File: config.mk
export PLATFORM = sky130hd
export DESIGN_NAME = uart_frame_parser
export DESIGN_NICKNAME = d
export VERILOG_FILES = /design/src/rtl/uart_frame_parser.sv
export SDC_FILE = /design/constraint.sdc
export NUM_CORES = 1
export LEC_CHECK = 0
export BUFFER_PORTS_ARGS = -buffer_cell sky130_fd_sc_hd__buf_4
export CORE_ASPECT_RATIO = 1.75
export CORE_UTILIZATION = 50
export DETAILED_ROUTE_END_ITERATION = 16
export GPL_TIMING_DRIVEN = 0
export PLACE_DENSITY = 0.67
export SLEW_MARGIN = 5
export SYNTH_ARGS = -nofsm -noshare
export SYNTH_HDL_FRONTEND = slang
export SYNTH_SLANG_ARGS = --single-unit
File: constraint.sdc
create_clock -name clk -period 3 [get_ports clk]
set_clock_uncertainty 0.2 [all_clocks]
set_input_delay 0 -clock clk [delete_from_list [all_inputs] [get_ports clk]]
set_output_delay 0 -clock clk [all_outputs]
set_load 0.01 [all_outputs]
File: src/rtl/uart_frame_parser.sv
// rtl/uart_frame_parser.sv - UART byte stream to validated command frame parser
// Optional FRAME_TIMEOUT_EN: abandon a partial frame after TIMEOUT_CYC idle clk cycles.
module uart_frame_parser #(
  parameter int          MAX_LEN     = 16,
  parameter int          ADDR_W      = 4,
  parameter logic [7:0]  HDR0        = 8'h55,
  parameter logic [7:0]  HDR1        = 8'hAA,
  parameter logic [15:0] TIMEOUT_CYC = 16'd4340
) (
  input  logic              clk,
  input  logic              rst_n,
  input  logic [7:0]        rx_data,
  input  logic              rx_finish,
  output logic              frame_ready,
  output logic [7:0]        frame_cmd,
  output logic [7:0]        frame_len,
  input  logic [ADDR_W-1:0] rd_addr,
  output logic [7:0]        rd_data,
  input  logic              frame_ack,
  output logic              frame_err,
  output logic [1:0]        err_code
);

  typedef enum logic [2:0] {
    S_H0, S_H1, S_CMD, S_LEN, S_PAY, S_CSUM, S_HOLD
  } state_t;

  localparam int         DEPTH     = 1 << ADDR_W;
  localparam logic [7:0] MAX_LEN_B = 8'(MAX_LEN);
  localparam logic [1:0] ERR_CSUM  = 2'd0;
  localparam logic [1:0] ERR_LEN   = 2'd1;
  localparam logic [1:0] ERR_TMO   = 2'd2;
  localparam logic [1:0] ERR_OVR   = 2'd3;

  state_t     state, state_next;
  logic [7:0] csum, csum_next;
  logic [7:0] count;
  logic [7:0] cmd_q;
  logic [7:0] len_q;
  logic       cmd_load, len_load;
  logic       count_clr, count_inc;
  logic       buf_we;
  logic       commit, release_frame;
  logic       err_set;
  logic [1:0] err_code_next;
  logic       tmo_expire;

  logic [7:0] pay_mem [DEPTH];

`ifdef FRAME_TIMEOUT_EN
  logic [15:0] tmo_cnt;
  logic        tmo_active;

  assign tmo_active = (state != S_H0) && (state != S_HOLD);
  // A byte arriving on the expiry cycle takes priority over the timeout
  assign tmo_expire = tmo_active && !rx_finish && (tmo_cnt == TIMEOUT_CYC);

  // Inter-byte idle counter, only running while a frame is partially received
  always_ff @(posedge clk) begin
    if (!rst_n) begin
      tmo_cnt <= '0;
    end else if (rx_finish || !tmo_active || tmo_expire) begin
      tmo_cnt <= '0;
    end else begin
      tmo_cnt <= tmo_cnt + 16'd1;
    end
  end
`else
  logic unused_tmo;
  assign unused_tmo = ^TIMEOUT_CYC;
  assign tmo_expire = 1'b0;
`endif

  // State register
  always_ff @(posedge clk) begin
    if (!rst_n) begin
      state <= S_H0;
    end else begin
      state <= state_next;
    end
  end

  // Next-state and datapath control decoded from byte events, ack and timeout
  always_comb begin
    state_next    = state;
    csum_next     = csum;
    cmd_load      = 1'b0;
    len_load      = 1'b0;
    count_clr     = 1'b0;
    count_inc     = 1'b0;
    buf_we        = 1'b0;
    commit        = 1'b0;
    release_frame = 1'b0;
    err_set       = 1'b0;
    err_code_next = err_code;
    if (rx_finish) begin
      case (state)
        S_H0: begin
          if (rx_data == HDR0) state_next = S_H1;
        end
        S_H1: begin
          if (rx_data == HDR1)      state_next = S_CMD;
          else if (rx_data == HDR0) state_next = S_H1;
          else                      state_next = S_H0;
        end
        S_CMD: begin
          cmd_load   = 1'b1;
          csum_next  = rx_data;
          state_next = S_LEN;
        end
        S_LEN: begin
          csum_next = csum + rx_data;
          if (rx_data > MAX_LEN_B) begin
            err_set       = 1'b1;
            err_code_next = ERR_LEN;
            state_next    = S_H0;
          end else begin
            // Length is latched even when zero so the committed frame_len is correct
            len_load   = 1'b1;
            count_clr  = 1'b1;
            state_next = (rx_data == 8'd0) ? S_CSUM : S_PAY;
          end
        end
        S_PAY: begin
          buf_we    = 1'b1;
          csum_next = csum + rx_data;
          count_inc = 1'b1;
          if ((count + 8'd1) == len_q) state_next = S_CSUM;
        end
        S_CSUM: begin
          if (rx_data == csum) begin
            commit     = 1'b1;
            state_next = S_HOLD;
          end else begin
            err_set       = 1'b1;
            err_code_next = ERR_CSUM;
            state_next    = S_H0;
          end
        end
        S_HOLD: begin
          if (frame_ack) begin
            // Ack wins: the byte is treated as the first byte of a new hunt
            release_frame = 1'b1;
            state_next    = (rx_data == HDR0) ? S_H1 : S_H0;
          end else begin
            err_set       = 1'b1;
            err_code_next = ERR_OVR;
          end
        end
        default: state_next = S_H0;
      endcase
    end else if ((state == S_HOLD) && frame_ack) begin
      release_frame = 1'b1;
      state_next    = S_H0;
    end else if (tmo_expire) begin
      err_set       = 1'b1;
      err_code_next = ERR_TMO;
      state_next    = S_H0;
    end
  end

  // Frame assembly registers and consumer-visible frame/error outputs
  always_ff @(posedge clk) begin
    if (!rst_n) begin
      csum        <= '0;
      count       <= '0;
      cmd_q       <= '0;
      len_q       <= '0;
      frame_ready <= 1'b0;
      frame_cmd   <= '0;
      frame_len   <= '0;
      frame_err   <= 1'b0;
      err_code    <= '0;
    end else begin
      csum <= csum_next;
      if (cmd_load) cmd_q <= rx_data;
      if (len_load) len_q <= rx_data;
      if (count_clr)      count <= '0;
      else if (count_inc) count <= count + 8'd1;
      if (commit) begin
        frame_ready <= 1'b1;
        frame_cmd   <= cmd_q;
        frame_len   <= len_q;
      end else if (release_frame) begin
        frame_ready <= 1'b0;
      end
      frame_err <= err_set;
      if (err_set) err_code <= err_code_next;
    end
  end

  // Payload buffer write; only reachable in S_PAY so a held frame is never overwritten
  always_ff @(posedge clk) begin
    if (buf_we) pay_mem[count[ADDR_W-1:0]] <= rx_data;
  end

  // Registered read port, one cycle of latency
  always_ff @(posedge clk) begin
    if (!rst_n) begin
      rd_data <= '0;
    end else begin
      rd_data <= pay_mem[rd_addr];
    end
  end

endmodule

### Word-level counts from Yosys, hierarchy flattened

Memory sizes are Yosys's and may differ from the RTL's. A register that Yosys moved wholly into a read port is not among the register bits.
Index checks and enable logic that the tools add are counted.

* input port bits: 16
* output and inout bits: 28
* RAM bits: 128
* word-level logic and storage cells: 83
* flip-flop bits (word level): 55
* memories kept: 1

* equal/unequal tests: 16
* $lt $le $gt $ge: 1
* add/sub/neg operators: 2
* bitwise operators: 1
* reduce and logical (&&, ||, !) cells: 13
* multiplexer cells: 39

Memories
* pay_mem: depth 16, width 8, read ports 1, clocked after memory_dff 1, wr ports 1, line 48 `logic [7:0] pay_mem [DEPTH];`

Operators with widths (number)
* two-way mux 1 bit: 24
* two-way mux 3 bit: 7
* one-hot mux 3 bit (7 select lines): 1
* equality test 8 bit: 2
* one-hot mux 8 bit (2 select lines): 1
* equality test 3 bit, second input constant: 3
* != test 3 bit, second input constant: 3
* adder 8 x 1 -> 8 bit, second input constant: 1
* adder 8 bit: 1
* equality test 8 x 7 -> 1 bit, second input constant: 1
* equality test 8 bit, second input constant: 1
* > comparator 8 x 5 -> 1 bit, second input constant: 1
* logical NOT 8 bit: 1
* two-way mux 2 bit: 4
* equality test 3 x 2 -> 1 bit, second input constant: 2
* != test 2 bit, second input constant: 3
* one-hot mux 2 bit (3 select lines): 1
* AND reduction 6 bit: 1
* nonzero test 2 bit: 3
* AND reduction 4 bit: 1
* OR reduction 2 bit: 2
* equality test 3 x 1 -> 1 bit, second input constant: 1
* logical NOT 3 bit: 1
* one-hot mux 1 bit (3 select lines): 1
* other kinds (5): 5

### Logic depth before layout (Yosys ltp)

* depth after elaboration: 6
* mapped depth: 9
* mapped depth without buffers: 9

### Worst setup path before layout

OpenSTA, ideal clock, no wires.

* path type: reg-to-reg
* start: register state[1]
* end: memory pay_mem[3][0], enable pin
* path buffers: 0
* required time: 2.417 ns
* stages on the path, launching flop included: 5
* path slack: 0.774 ns
* library setup time: 0.383 ns
* data arrival time: 1.643 ns
* clock period less this slack: 2.226 ns
* path through: dfxtp_1 nand2b_1 nor3_4 nand2_1 nor3_1

* cells in the longest elaborated chain, start to end: 5

Ends and longest elaborated chain
* from (decl): line 35 `state_t state, state_next;`
* from (signal assigned): line 79 `state <= state_next;`
* equality test 3 bit: line 97 `case (state)`
* two-way mux 1 bit: line 97
* two-way mux 1 bit: line 96 `if (rx_finish) begin`
* two-way mux 1 bit: line 194 `if (buf_we) pay_mem[count[ADDR_W-1:0]] <= rx_data;`
* two-way mux 1 bit (implied by the code): line 194
* to (decl): line 48

No other way between the ends.

### Final worst setup path

* start: register state[2]
* end: memory pay_mem[3][3], enable pin

Same word-level chain as after synthesis.

==> load_flow_metrics.sql <==
INSERT INTO impl_metrics (metric_group, metric, value, unit) VALUES
('synthesis', 'ys_types', '52', ''),
('clocking', 'clock-sinks', '191', ''),
('setup_path', 'critical_path_arrival', '2660', 'ps'),
('timing', 'upper_clock_frequency_limit', '0.355', 'GHz'),
('routing', 'ant_nets', '0', ''),
('clocking', 'clkLatencyLatePin', '430', 'ps'),
('setup_path', 'setup_slack_on_the_worst_flop_to_flop_path', '180', 'ps'),
('synthesis', 'netlist_instances', '562', ''),
('synthesis', 'ys.warnings.count', '0', ''),
('routing', 'detailedRoute.firstPassIterationCount', '5', ''),
('setup_path', 'path_max_fanout', '10', ''),
('placement', 'gp_congestion', '0.907', ''),
('setup_path', 'worstSetupStartpointType', 'flip-flop', ''),
('clocking', 'cts_tree', 'done', ''),
('setup_path', 'worst-endpoint-required', '2840', 'ps'),
('routing', 'post_drt_via_cell_ratio', '5.79', ''),
('die', 'die_outline_area', '16500', 'um2'),
('pwr', 'static-leakage-power', '0.00321', 'uW'),
('clocking', 'clock_pin_slew_reported_for_the_worst_setup_and_hold_paths_after_clock_tree_synthesis', '70', 'ps'),
('pwr', 'irDropWorstVdd', '0.000376', 'V'),
('placement', 'detailedPlacementHpwl', '12100', 'um'),
('synthesis', 'synth_enable_flop_cells', '128', ''),
('die', 'fp.dieH', '169', 'um'),
('die', 'initial_core_util', '51.7', '%'),
('setup_path', 'crit_path_cell_trace', 'nand2b_1 > nor3_4 > nand2_1 > nor3_1', ''),
('finish', 'non_filler_cells_in_the_finished_layout', '831', ''),
('die', 'placement_rows', '60', ''),
('synthesis', 'yosys_most_used_dff', 'sky130_fd_sc_hd__edfxtp_1', ''),
('routing', 'wirelength', '17400', 'um'),
('grt', 'grt_pass1_vias', '4910', ''),
('routing', 'wl_met1', '6560', 'um'),
('synthesis', 'summed_instance_area_of_the_synthesized_netlist', '7990', 'um2'),
('die', 'fp.dieW', '97.5', 'um'),
('clocking', 'cts_made_buffers', '17', ''),
('routing', 'met2_wirelength', '9760', 'um'),
('finish', 'num_antenna_cells', '0', ''),
('die', 'design.core.area', '15500', 'um2'),
('setup_path', 'worst_path_max_delay_cell', 'sky130_fd_sc_hd__nor3_1', ''),
('worst_hold_path', 'holdCritPathClass', 'input pin to flip-flop', ''),
('finish', 'final_nets', '660', ''),
('pwr', 'intPower', '4110', 'uW'),
('run_status', 'outcome', 'finished, final reports clean', ''),
('grt', 'pin_count_of_the_biggest_net_entering_global_routing', '24', ''),
('setup_path', 'reg2reg_from', 'state[2]$_SDFFE_PN0P_', ''),
('setup_path', 'ff2ff_path_depth', '4', ''),
('timing', 'finalHoldViolations', '0', ''),
('grt', 'initial_antenna_violation_count', '0', ''),
('setup_path', 'cp-end-kind', 'flip-flop', ''),
('routing', 'num_vias', '4812', ''),
('pwr', 'netSwitchingPower', '1210', 'uW'),
('timing', 'rsz0062_at_grt', 'false', ''),
('routing', 'sum_of_met3_wire_segment_lengths_after_detailed_routing', '587', 'um'),
('setup_path', 'cp_slowest_stage_delay', '960', 'ps'),
('pwr', 'pwr_density_cell', '575', 'nW/um2'),
('die', 'io_pins', '44', ''),
('timing', 'fin_tns_setup', '0', 'ps'),
('routing', 'detail_route.drc_violations', '0', ''),
('pwr', 'power.combinational.fraction', '4.8', '%'),
('pwr', 'pwr-share-seq', '52.8', '%'),
('timing', 'worst_slew_margin', '19.6', '%'),
('clocking', 'htreeDepth', '4', ''),
('clocking', 'cts_repair_resize_count', '0', ''),
('timing', 'timing_worst_slew_pin_value', '1200', 'ps'),
('clocking', 'max-clock-path-buffers', '2', ''),
('synthesis', 'syn_avg_cell_area', '14.2', 'um2'),
('synthesis', 'postSynthNetCount', '590', ''),
('finish', 'synthesis_to_layout_area_growth', '15.8', '%'),
('grt', 'global_route_wire_length_before_repair', '27200', 'um'),
('synthesis', 'synth_seq_area_share', '63.9', '%'),
('setup_path', 'regToRegEndpoint', 'pay_mem[3][3]$_DFFE_PP_', ''),
('setup_path', 'worstSetupPathType', 'flip-flop to flip-flop', '');
==> cells in the mapped netlist (3+ instances only) <==
cell type,instances,area (um2)
sky130_fd_sc_hd__a21oi_1,31,155
sky130_fd_sc_hd__mux4_2,40,901
sky130_fd_sc_hd__clkbuf_1,11,41.3
sky130_fd_sc_hd__buf_6,3,33.8
sky130_fd_sc_hd__nand3b_1,3,22.5
sky130_fd_sc_hd__edfxtp_1,128,3840
sky130_fd_sc_hd__and4_1,3,26.3
sky130_fd_sc_hd__dfxtp_1,63,1260
sky130_fd_sc_hd__inv_1,15,56.3
sky130_fd_sc_hd__a31oi_1,3,18.8
sky130_fd_sc_hd__buf_1,4,15.0
sky130_fd_sc_hd__nor2_1,50,188
sky130_fd_sc_hd__xnor2_1,13,114
sky130_fd_sc_hd__o21ai_0,12,60.1
sky130_fd_sc_hd__mux2i_1,15,150
sky130_fd_sc_hd__nor2b_1,6,37.5
sky130_fd_sc_hd__a311oi_1,3,26.3
sky130_fd_sc_hd__nand2_1,50,188
sky130_fd_sc_hd__a211oi_1,3,22.5
sky130_fd_sc_hd__nand2b_1,5,31.3
sky130_fd_sc_hd__buf_2,7,35.0
sky130_fd_sc_hd__nand3_1,18,90.1
sky130_fd_sc_hd__xor2_1,9,78.8
sky130_fd_sc_hd__nor3_1,10,50.1
sky130_fd_sc_hd__nor4_1,4,25.0
sky130_fd_sc_hd__and2_1,10,62.6
sky130_fd_sc_hd__o211ai_1,3,22.5
sky130_fd_sc_hd__ha_1,11,138
==> stage by stage <==
stage / worst slack [ps] / util [%] / area [um2] / hold slack [ps]
after floorplan: 774 / - / 7990 / -101
after global placement: 224 / 55.0 / 8510 / 103
after detailed placement: 74.9 / 55.0 / 8510 / 103
after CTS: 61.7 / 59.7 / 9230 / 1.75
after global routing: 5.89 / 59.8 / 9250 / 32.4
final: 180 / 59.8 / 9250 / 12.9
==> what timing repair did <==
action,4_1_cts,5_1_grt
buffers inserted,0,0
hold endpoints to repair,176,0
hold buffers,12,0
==> cells in the final DEF, fill, tap and decap left out, drive strengths merged, types with 3 or more instances in the layout <==
cell / netlist / layout
edfxtp: 128 / 128
dfxtp: 63 / 63
buf: 15 / 54
nand2: 51 / 51
nor2: 50 / 50
mux4: 40 / 40
a21oi: 31 / 31
clkbuf: 11 / 28
inv: 15 / 23
nand3: 18 / 18
mux2i: 15 / 15
xnor2: 13 / 13
o21ai: 13 / 13
dlygate4sd3: 0 / 12
nor3: 12 / 12
ha: 11 / 11
and2: 10 / 10
xor2: 9 / 9
nor2b: 6 / 6
nor4: 6 / 6
nand2b: 5 / 5
clkinvlp: 0 / 4
nand3b: 3 / 3
a211oi: 3 / 3
o211ai: 3 / 3
a311oi: 3 / 3
a31oi: 3 / 3
and4: 3 / 3
==> sequential cells by signal, indices dropped and copies added, names as in the netlist <==
signal       flops
pay_mem        128
len_q            8
count            8
frame_cmd        8
frame_len        8
err_code         2
rd_data          8
frame_ready      1
cmd_q            8
csum             8
frame_err        1
state            3
==> worst min path at each step <==
stage | startpoint | end | slack, ps | cells past startpoint
3_3_place_gp | rst_n | csum[6]$_SDFFE_PN0P_ | 100 | 3
3_5_place_dp | rst_n | csum[6]$_SDFFE_PN0P_ | 100 | 3
5_1_grt | rd_addr[3] | rd_data[7]$_SDFF_PN0_ | 30 | 3
6_report | rd_addr[3] | rd_data[7]$_SDFF_PN0_ | 10 | 3
4_1_cts | rd_addr[3] | rd_data[7]$_SDFF_PN0_ | 2 | 3
2_1_floorplan | rx_data[0] | pay_mem[0][0]$_DFFE_PP_ | -100 | 0
==> cells by family (layout without fill, tap and decap cells) <==
family	Yosys count	in the layout	share of synthesized area [%]
AND/OR/NAND/NOR	172	172	10.9
adder cells (fa/ha/maj)	12	12	1.97
multiplexers	55	55	13.2
XOR/XNOR	22	22	2.41
flip-flops	191	191	63.9
AO/OA/AOI/OAI	69	69	5.33
buffers and inverters	41	124	2.37
==> final cells by class <==
type | count | area, um2
inverters | 15 | 56.3
clock buffers | 17 | 425
plain buffers | 26 | 133
repair buffers | 51 | 413
fillers | 1184 | 6220
well taps | 186 | 233
clock inverters | 15 | 173
flip-flops and latches | 191 | 5100
multi-input cells | 330 | 2710
==> metal layers <==
| layer | up-vias | GRT usage, % |
|---|---|---|
| met5 | - | 0 |
| li1 | 2249 | - |
| met4 | 0 | 9.78 |
| met3 | 34 | 4.65 |
| met1 | 2392 | 24.1 |
| met2 | 137 | 41.8 |
==> power groups by stage <==
| stage | Sequential, uW | Combinational (uW) | Clock, uW |
|---|---|---|---|
| finish | 2810 | 257 | 2250 |
| global placement | 2870 | 241 | 0 |
| floorplan | 2880 | 132 | 0 |
| detailed placement | 2870 | 249 | 0 |
| global route | 2810 | 276 | 2390 |
| CTS | 2810 | 261 | 2290 |
==> critical path: cells and delay by family, from the launching register on <==
| family | cells | cell delay [ps] |
|---|---|---|
| and+or+nand+nor | 4 | 1840 |
| DFF | 1 | 390 |
No activity file was read; power rests on OpenSTA's default activity.
